==> src/rtl/hazard_pkg.sv <==
// hazard_pkg: shared stage-entry type, FSM states and zero-register index
package hazard_pkg;
    localparam logic [4:0] ZERO_REG = 5'd31;
    typedef struct packed {
        logic       reg_write;
        logic       is_load;
        logic [4:0] wreg;
    } stage_entry_t;
    typedef enum logic {RUN, STALL} state_t;
endpackage

==> src/rtl/stage_reg.sv <==
// stage_reg: one pipeline stage entry, cleared to a bubble on reset or bubble insert
module stage_reg
    import hazard_pkg::*;
(
    input  logic         i_clk,
    input  logic         i_reset,
    input  logic         i_bubble,
    input  stage_entry_t i_d,
    output stage_entry_t o_q
);
    stage_entry_t r_q;
    always_ff @(posedge i_clk) r_q <= (!i_reset || i_bubble) ? '0 : i_d;
    assign o_q = r_q;
endmodule

==> src/rtl/hazard_pipe_tracker.sv <==
// hazard_pipe_tracker: tracks EX/MEM/WB destinations for forwarding and stalls on load-use hazards
module hazard_pipe_tracker #(
    parameter int         LOAD_USE_BUBBLES = 1,
    parameter logic [4:0] ZERO_REG         = hazard_pkg::ZERO_REG,
    parameter int         CNT_W            = 16
) (
    input  logic             i_clk,
    input  logic             i_reset,
    input  logic             i_id_valid,
    input  logic             i_id_reg_write,
    input  logic             i_id_mem_read,
    input  logic [4:0]       i_id_rd,
    input  logic [4:0]       i_id_rn,
    input  logic [4:0]       i_id_rm,
    input  logic             i_id_uses_rn,
    input  logic             i_id_uses_rm,
    input  logic             i_flush,
    output logic             o_stall,
    output logic             o_ex_reg_write,
    output logic [4:0]       o_ex_wreg,
    output logic             o_mem_reg_write,
    output logic             o_mem_is_load,
    output logic [4:0]       o_mem_wreg,
    output logic             o_wb_reg_write,
    output logic [4:0]       o_wb_wreg,
    output logic [CNT_W-1:0] o_stall_cycles
);
    import hazard_pkg::*;
    localparam logic [2:0] CNT_INIT = 3'(LOAD_USE_BUBBLES > 1 ? LOAD_USE_BUBBLES - 2 : 0);
    stage_entry_t     w_id, w_ex, w_mem, w_wb;
    state_t           r_state;
    logic [2:0]       r_cnt;
    logic [CNT_W-1:0] r_stall_cycles;
    logic             w_hazard, w_stall;
    assign w_id = '{
        reg_write: i_id_valid & i_id_reg_write & (i_id_rd != ZERO_REG),
        is_load:   i_id_valid & i_id_mem_read & (i_id_rd != ZERO_REG),
        wreg:      i_id_rd
    };
    assign w_hazard = i_id_valid & w_ex.is_load &
                      ((i_id_uses_rn & (i_id_rn == w_ex.wreg)) | (i_id_uses_rm & (i_id_rm == w_ex.wreg)));
    // flush outranks both a fresh hazard and an ongoing stall sequence
    assign w_stall = ~i_flush & ((r_state == STALL) | w_hazard);
    stage_reg u_ex  (.i_clk(i_clk), .i_reset(i_reset), .i_bubble(i_flush | w_stall), .i_d(w_id),  .o_q(w_ex));
    stage_reg u_mem (.i_clk(i_clk), .i_reset(i_reset), .i_bubble(1'b0),              .i_d(w_ex),  .o_q(w_mem));
    stage_reg u_wb  (.i_clk(i_clk), .i_reset(i_reset), .i_bubble(1'b0),              .i_d(w_mem), .o_q(w_wb));
    always_ff @(posedge i_clk) begin
        if (!i_reset || i_flush) begin
            r_state <= RUN;
            r_cnt   <= '0;
        end else if (r_state == RUN) begin
            if (w_stall && LOAD_USE_BUBBLES > 1) begin
                r_state <= STALL;
                r_cnt   <= CNT_INIT;
            end
        end else if (r_cnt == '0) begin
            r_state <= RUN;
        end else begin
            r_cnt <= r_cnt - 3'd1;
        end
    end
    always_ff @(posedge i_clk) begin
        if (!i_reset) r_stall_cycles <= '0;
        else if (w_stall && !(&r_stall_cycles)) r_stall_cycles <= r_stall_cycles + CNT_W'(1);
    end
    assign o_stall         = w_stall;
    assign o_ex_reg_write  = w_ex.reg_write;
    assign o_ex_wreg       = w_ex.wreg;
    assign o_mem_reg_write = w_mem.reg_write & ~w_mem.is_load;
    assign o_mem_is_load   = w_mem.is_load;
    assign o_mem_wreg      = w_mem.wreg;
    assign o_wb_reg_write  = w_wb.reg_write;
    assign o_wb_wreg       = w_wb.wreg;
    assign o_stall_cycles  = r_stall_cycles;
endmodule
==> config.mk <==
export PLATFORM = sky130hd
export DESIGN_NAME = hazard_pipe_tracker
export DESIGN_NICKNAME = d
export VERILOG_FILES = /design/src/rtl/hazard_pkg.sv /design/src/rtl/stage_reg.sv /design/src/rtl/hazard_pipe_tracker.sv
export SDC_FILE = /design/constraint.sdc
export NUM_CORES = 1
export LEC_CHECK = 0
export CAP_MARGIN = 0
export CORE_ASPECT_RATIO = 0.6
export CORE_MARGIN = 3
export CORE_UTILIZATION = 41
export DETAILED_ROUTE_END_ITERATION = 8
export PLACE_DENSITY = 0.76
export REMOVE_ABC_BUFFERS = 1
export SETUP_SLACK_MARGIN = 0.3
export SYNTH_ARGS = -nofsm -noshare
export SYNTH_HDL_FRONTEND = slang
export SYNTH_SLANG_ARGS = --single-unit
==> constraint.sdc <==
create_clock -name i_clk -period 1.9 [get_ports i_clk]
set_input_delay 0.285 -clock i_clk [delete_from_list [all_inputs] [get_ports i_clk]]
set_output_delay 0.285 -clock i_clk [all_outputs]
set_load 0.01 [all_outputs]
==> results of run 1 <==
sequential cells by signal, summed over array words and instances, names as in the netlist:
register        cells
o_stall_cycles     16
u_ex.o_q            7
u_mem.o_q           7
u_wb.o_q            6
r_cnt               3
r_state             1
stage by stage:
step / instance area (µm²) / setup TNS [ps]
after global routing: 2960 / -4010
final: 2960 / -2090
after floorplan: 1670 / -281
after global placement: 2510 / -9420
after detailed placement: 2510 / -10980
after CTS: 2840 / -1280
cell usage in the layout, fill, tap and decap left out, types with 6 or more instances in the layout:
cell             synthesis  routed
a21oi_1                 13      10
and2_1                  17      17
buf_4                   10      33
buf_6                    1      11
clkbuf_8                 0       7
clkdlybuf4s50_1          0      37
dfxtp_1                 40      34
dlygate4sd2_1            0      13
dlymetal6s2s_1           0       7
inv_1                    9       9
nand2_1                 11      11
nand3_1                  9       9
nor2_1                  10       9
o21ai_1                 10       8
or3_1                    8       6
xnor2_1                  9       7
metal layers:
layer | GRT usage, % | share of wire (%)
met1 | 27.9 | 45
met4 | 8.15 | 1.3
met3 | 5.76 | 6.8
met5 | 0 | 0
met2 | 35.5 | 47
layout make-up:
cell class / count / area, µm² / share of cell area, %
Multi-Input combinational cell: 130 / 998 / 33.7
Clock buffer: 7 / 96.3 / 3.25
Inverter: 9 / 33.8 / 1.14
Sequential cell: 40 / 813 / 27.5
Tap cell: 57 / 71.3 / 2.41
Timing Repair Buffer: 102 / 948 / 32.0
logic make-up after synthesis:
group / count (synthesis) / share of synthesized area [%]
simple gates: 77 / 24.9
fa+ha+maj: 3 / 2.12
buf+inv: 24 / 7.70
mux: 1 / 0.565
xor+xnor: 13 / 6.43
flops: 40 / 45.2
compound gates: 36 / 13.0
timing repair:
item / CTS / global route
setup buffers: 15 / 4
gates resized for setup: 46 / 27
pin swaps: 25 / 20
endpoints found under the setup margin: 29 / 34
gates cloned: 0 / 0
final timing paths:
check	start	cells after the start	endpoint	slack (ps)
setup / recovery	u_ex.o_q[1]$_SDFF_PP0_	9	o_stall_cycles[3]$_SDFFE_PN0P_	-150
hold / removal	u_mem.o_q[0]$_SDFF_PN0_	1	u_wb.o_q[0]$_SDFF_PN0_	460
setup reg to reg	u_ex.o_q[1]$_SDFF_PP0_	9	o_stall_cycles[3]$_SDFFE_PN0P_	-150
hold reg to reg	u_mem.o_q[0]$_SDFF_PN0_	1	u_wb.o_q[0]$_SDFF_PN0_	460
power breakdown:
group / switching (mW) / internal, mW / leakage (nW)
Combinational: 0.0672 / 0.0982 / 0.892
Clock: 0.298 / 0.324 / 0.0503
Sequential: 0.00892 / 0.847 / 0.327
Total: 0.374 / 1.27 / 1.27
worst register-to-register path, stage by stage, from the launching register on:
cell and delay [ps]:
dfxtp_4 370, xnor2_2 130, nand4_1 170, o32ai_2 330
buf_4 180, buf_6 90, o21ai_4 90, buf_6 150
or3_1 360, a21oi_1 120
==> impl_metrics.ini, run 1 <==
[drt]
vias = 1774
vias_per_cell = 5.14
dr.first_iter.drc_count = 121
finalWirelength_mm = 5.68
drc_errors = 0
ant_nets = 0
post_drt_wl_per_cell_um = 16.5
drt_pass1_iterations = 4

[sta]
worst_pin_slew_ps = 488
max_freq_ghz = 0.487
relSlewSlack_pct = 67.4
hold_violations = 0
slew_violations = 0
holdWs_ps = 460
fin_crit_ps = 2050
fin_skew_ps = 11.6
setup_ws_ps = -153
grt_setup_unrepaired = true
finalSetupViolCount = 21
final.period_utilization_pct = 108

[die]
dieArea_um2 = 5170
initial_core_util_pct = 45.5
die_w_um = 90.8
die_h_um = 56.9
core.rowCount = 17
pin_count = 59
core_area_um2 = 3890

[outcome]
outcome = complete, but fails checks
violations = setup timing

[finish]
num-fill-cells = 265
final_core_util_pct = 76.1
areaGrowthSynthToFinish_pct = 67.3
antenna_cells = 0
drive_gt1_share_pct = 28.8
stdcell_count = 345
nets = 314

[setup_path]
cp_common_cell = buf_6
crit_buf_inv = 3
critPathMaxStageDelay_ps = 370
critical_path_required_ps = 2130
critPathSlowestCell = dfxtp_4
critical_path_arrival_ps = 2280
start_kind = flip-flop
crit_chain = xnor2_2 -> nand4_1 -> o32ai_2 -> buf_4 -> buf_6 -> o21ai_4 -> buf_6 -> or3_1 -> a21oi_1
criticalPathCategory = reg2reg
crit_family = compound AO/OA/AOI/OAI gates
cp_max_fo = 7
cp-end-kind = flip-flop

[global_routing]
grt_use_total_pct = 21.7
antenna_found_initial = 0
overflow = 0
grt_max_degree = 20
grt_pass1_wl_mm = 8.66
grt_pass1_vias = 1713

[logic_synthesis]
synthCells = 194
synth_area_leaders = dfxtp_1 (45%), and2_1 (6.0%), xnor2_1 (4.5%)
ys_dominant_reg_cell = dfxtp_1
synth_edf_count = 0
netlist_area_um2 = 1770
yosys-top-cells-count = dfxtp_1 (40), and2_1 (17), a21oi_1 (13)
synth_seq_cells = 40
synth_top_area_cell = dfxtp_1
synthDistinctLibCells = 40
ys_seq_area_share_pct = 45.2
yosys.area.top_type_share_pct = 45.2
synthArstFlopShare_pct = 0
yosysMostFrequentCell = dfxtp_1
yosysWarningCount = 0
syn_area_per_cell_um2 = 9.13

[clock_tree]
clock_latency_ps = 300
clk_pin_slew_ps = 70
clk_path_buf_depth = 2
clock-sinks = 40
hold_buffers = 0
numCtsBuffers = 5
htree_levels = 2
cts_tree = yes
root_buffer = clkbuf_8

[power_and_ir_drop]
leakage_nw = 1.27
p_total_mw = 1.64
peakVddDrop_uv = 266
p_per_area_nw_per_um2 = 555

[min_path]
min_path_type = reg2reg

[placed_design]
io_buffer_count = 58
dp_hpwl_mm = 3.59
place_ws_ps = -593
place_inst = 319
place.gp.congestion = 0.826

[flow_run]
drv_cap = 0
Note: power is estimated with default switching activity, not from simulation.
==> run 2: changes to the inputs <==
--- a/config.mk
+++ b/config.mk
@@ -10,6 +10,7 @@
 export CORE_MARGIN = 3
 export CORE_UTILIZATION = 41
 export DETAILED_ROUTE_END_ITERATION = 8
+export MAX_ROUTING_LAYER = met4
 export PLACE_DENSITY = 0.76
 export REMOVE_ABC_BUFFERS = 1
 export SETUP_SLACK_MARGIN = 0.3
==> run 2 against run 1 <==
Net effect: the flow still finishes with violations (setup timing); maximum frequency is essentially flat; sequential share of layout area unchanged; sequential power about the same; combinational power is essentially flat; via count decreased by 0.34%; critical endpoint unchanged; largest power group unchanged; highest routed layer unchanged.
==> impl_metrics.ini, run 2 (synthesis results as in run 1) <==
[drt]
post_drt_wl_per_cell_um = 16.7
vias_per_cell = 5.12
dr.first_iter.drc_count = 83
ant_nets = 0
drc_errors = 0
finalWirelength_mm = 5.75
drt_pass1_iterations = 4
vias = 1768

[sta]
relSlewSlack_pct = 67.1
fin_crit_ps = 2050
fin_skew_ps = 11.3
setup_ws_ps = -153
hold_violations = 0
slew_violations = 0
final.period_utilization_pct = 108
grt_setup_unrepaired = true
finalSetupViolCount = 21
worst_pin_slew_ps = 493
max_freq_ghz = 0.487

[min_path]
min_from = u_mem.o_q[0]$_SDFF_PN0_
hold_end = u_wb.o_q[0]$_SDFF_PN0_
min_path_type = reg2reg
min_delay_path_depth = 1

[setup_path]
rrSetupSlack_ps = -150
critical_path_required_ps = 2130
criticalPathCategory = reg2reg
crit_buf_inv = 3
cp_common_cell = buf_6
worstRegToRegCells = 9
critPathMaxStageDelay_ps = 370
critical_path_arrival_ps = 2280
cp-end-kind = flip-flop
r2r-start = u_ex.o_q[1]$_SDFF_PP0_
crit_chain = xnor2_2 -> nand4_1 -> o32ai_2 -> buf_4 -> buf_6 -> o21ai_4 -> buf_6 -> or3_1 -> a21oi_1
r2r-end = o_stall_cycles[3]$_SDFFE_PN0P_
crit_family = compound AO/OA/AOI/OAI gates
start_kind = flip-flop
cp_max_fo = 7
critPathSlowestCell = dfxtp_4

[finish]
final_common_cell = clkdlybuf4s50_1
num-fill-cells = 265
fin_area_um2 = 2960
areaGrowthSynthToFinish_pct = 67.3
largest_reg_flops = 16
nets = 314
drive_gt1_share_pct = 28.8
antenna_cells = 0
stdcell_count = 345
mostFrequentLayoutCells = clkdlybuf4s50_1 (37), dfxtp_1 (34), buf_4 (33)

[power_and_ir_drop]
p_per_area_nw_per_um2 = 555
peakVddDrop_uv = 266
leakage_nw = 1.27

[clock_tree]
hold_buffers = 0
cts_tree = yes
clock_latency_ps = 300
htree_levels = 2
clk_pin_slew_ps = 70
numCtsBuffers = 5
clock-sinks = 40
clk_path_buf_depth = 2
root_buffer = clkbuf_8

[die]
initial_core_util_pct = 45.5
die_h_um = 56.9
dieArea_um2 = 5170
core_area_um2 = 3890
core.rowCount = 17
pin_count = 59
die_w_um = 90.8

[placed_design]
dp_hpwl_mm = 3.59
io_buffer_count = 58
place_inst = 319
placed_area_um2 = 2510
place.gp.congestion = 0.838

[flow_run]
drv_cap = 0

[global_routing]
grt_pass1_wl_mm = 8.66
grt_use_total_pct = 22.4
overflow = 0
grt_pass1_vias = 1717
grt_max_degree = 20
antenna_found_initial = 0

[outcome]
violations = setup timing
outcome = complete, but fails checks
==> run 2: cell counts in the layout (fill, tap and decap cells not counted) <==
Identical to the previous run, type by type.
==> run 2: report_power, final <==
group          internal, mW  total, mW  switching, mW
combinational        0.0982      0.165         0.0671
clock                 0.324      0.623          0.299
sequential            0.847      0.856        0.00891
total                  1.27       1.64          0.375
==> run 2: metrics by stage <==
step | hold slack [ps] | setup slack, ps | TNS, ps | utilization, % | power, mW
6_report | 460 | -153 | -2070 | 76.1 | 1.64
3_3_place_gp | 441 | -568 | -9420 | 64.4 | 1.02
3_5_place_dp | 446 | -593 | -10980 | 64.4 | 1.02
4_1_cts | 462 | -122 | -1280 | 73.0 | 1.64
2_1_floorplan | 403 | -148 | -281 | - | 0.919
5_1_grt | 474 | -259 | -3940 | 76.1 | 1.70
==> run 2: what timing repair did <==
action	in CTS	in global routing
setup buffers	15	4
gates cloned	0	0
setup endpoints to repair	29	34
pin swaps	25	20
resized for setup	46	27
==> run 2: cell type report <==
class / count / area, µm² / area share (%)
tap: 57 / 71.3 / 2.41
inverter: 9 / 33.8 / 1.14
multi-input combinational: 130 / 998 / 33.7
sequential: 40 / 813 / 27.5
timing repair buffer: 102 / 948 / 32.0
clock buffer: 7 / 96.3 / 3.25
==> run 2: worst reg2reg max path: stages, from the launching register on <==
cell and delay (ps):
dfxtp_4 370, xnor2_2 130, nand4_1 170, o32ai_2 330, buf_4 180, buf_6 90, o21ai_4 90, buf_6 150
or3_1 360, a21oi_1 120
==> run 2: worst max-delay path by stage <==
stage,to,slack (ps),start,depth (start not counted)
floorplan,o_stall_cycles[13]$_SDFFE_PN0P_,-150,u_ex.o_q[2]$_SDFF_PP0_,6
global placement,o_stall,-570,i_id_rm[1],6
detailed placement,o_stall,-590,i_id_rm[1],6
CTS,o_stall_cycles[13]$_SDFFE_PN0P_,-120,u_ex.o_q[2]$_SDFF_PP0_,8
global route,o_stall_cycles[6]$_SDFFE_PN0P_,-260,u_ex.o_q[1]$_SDFF_PP0_,9
finish,o_stall_cycles[3]$_SDFFE_PN0P_,-150,u_ex.o_q[1]$_SDFF_PP0_,9
==> run 2: routing by layer <==
layer | share of wire [%] | global-route usage [%] | vias to the layer above
li1 | - | - | 850
met1 | 45 | 27.8 | 852
met2 | 47 | 35.6 | 56
met3 | 6.0 | 5.76 | 10
met4 | 1.6 | 8.15 | 0
met5 | 0 | - | -
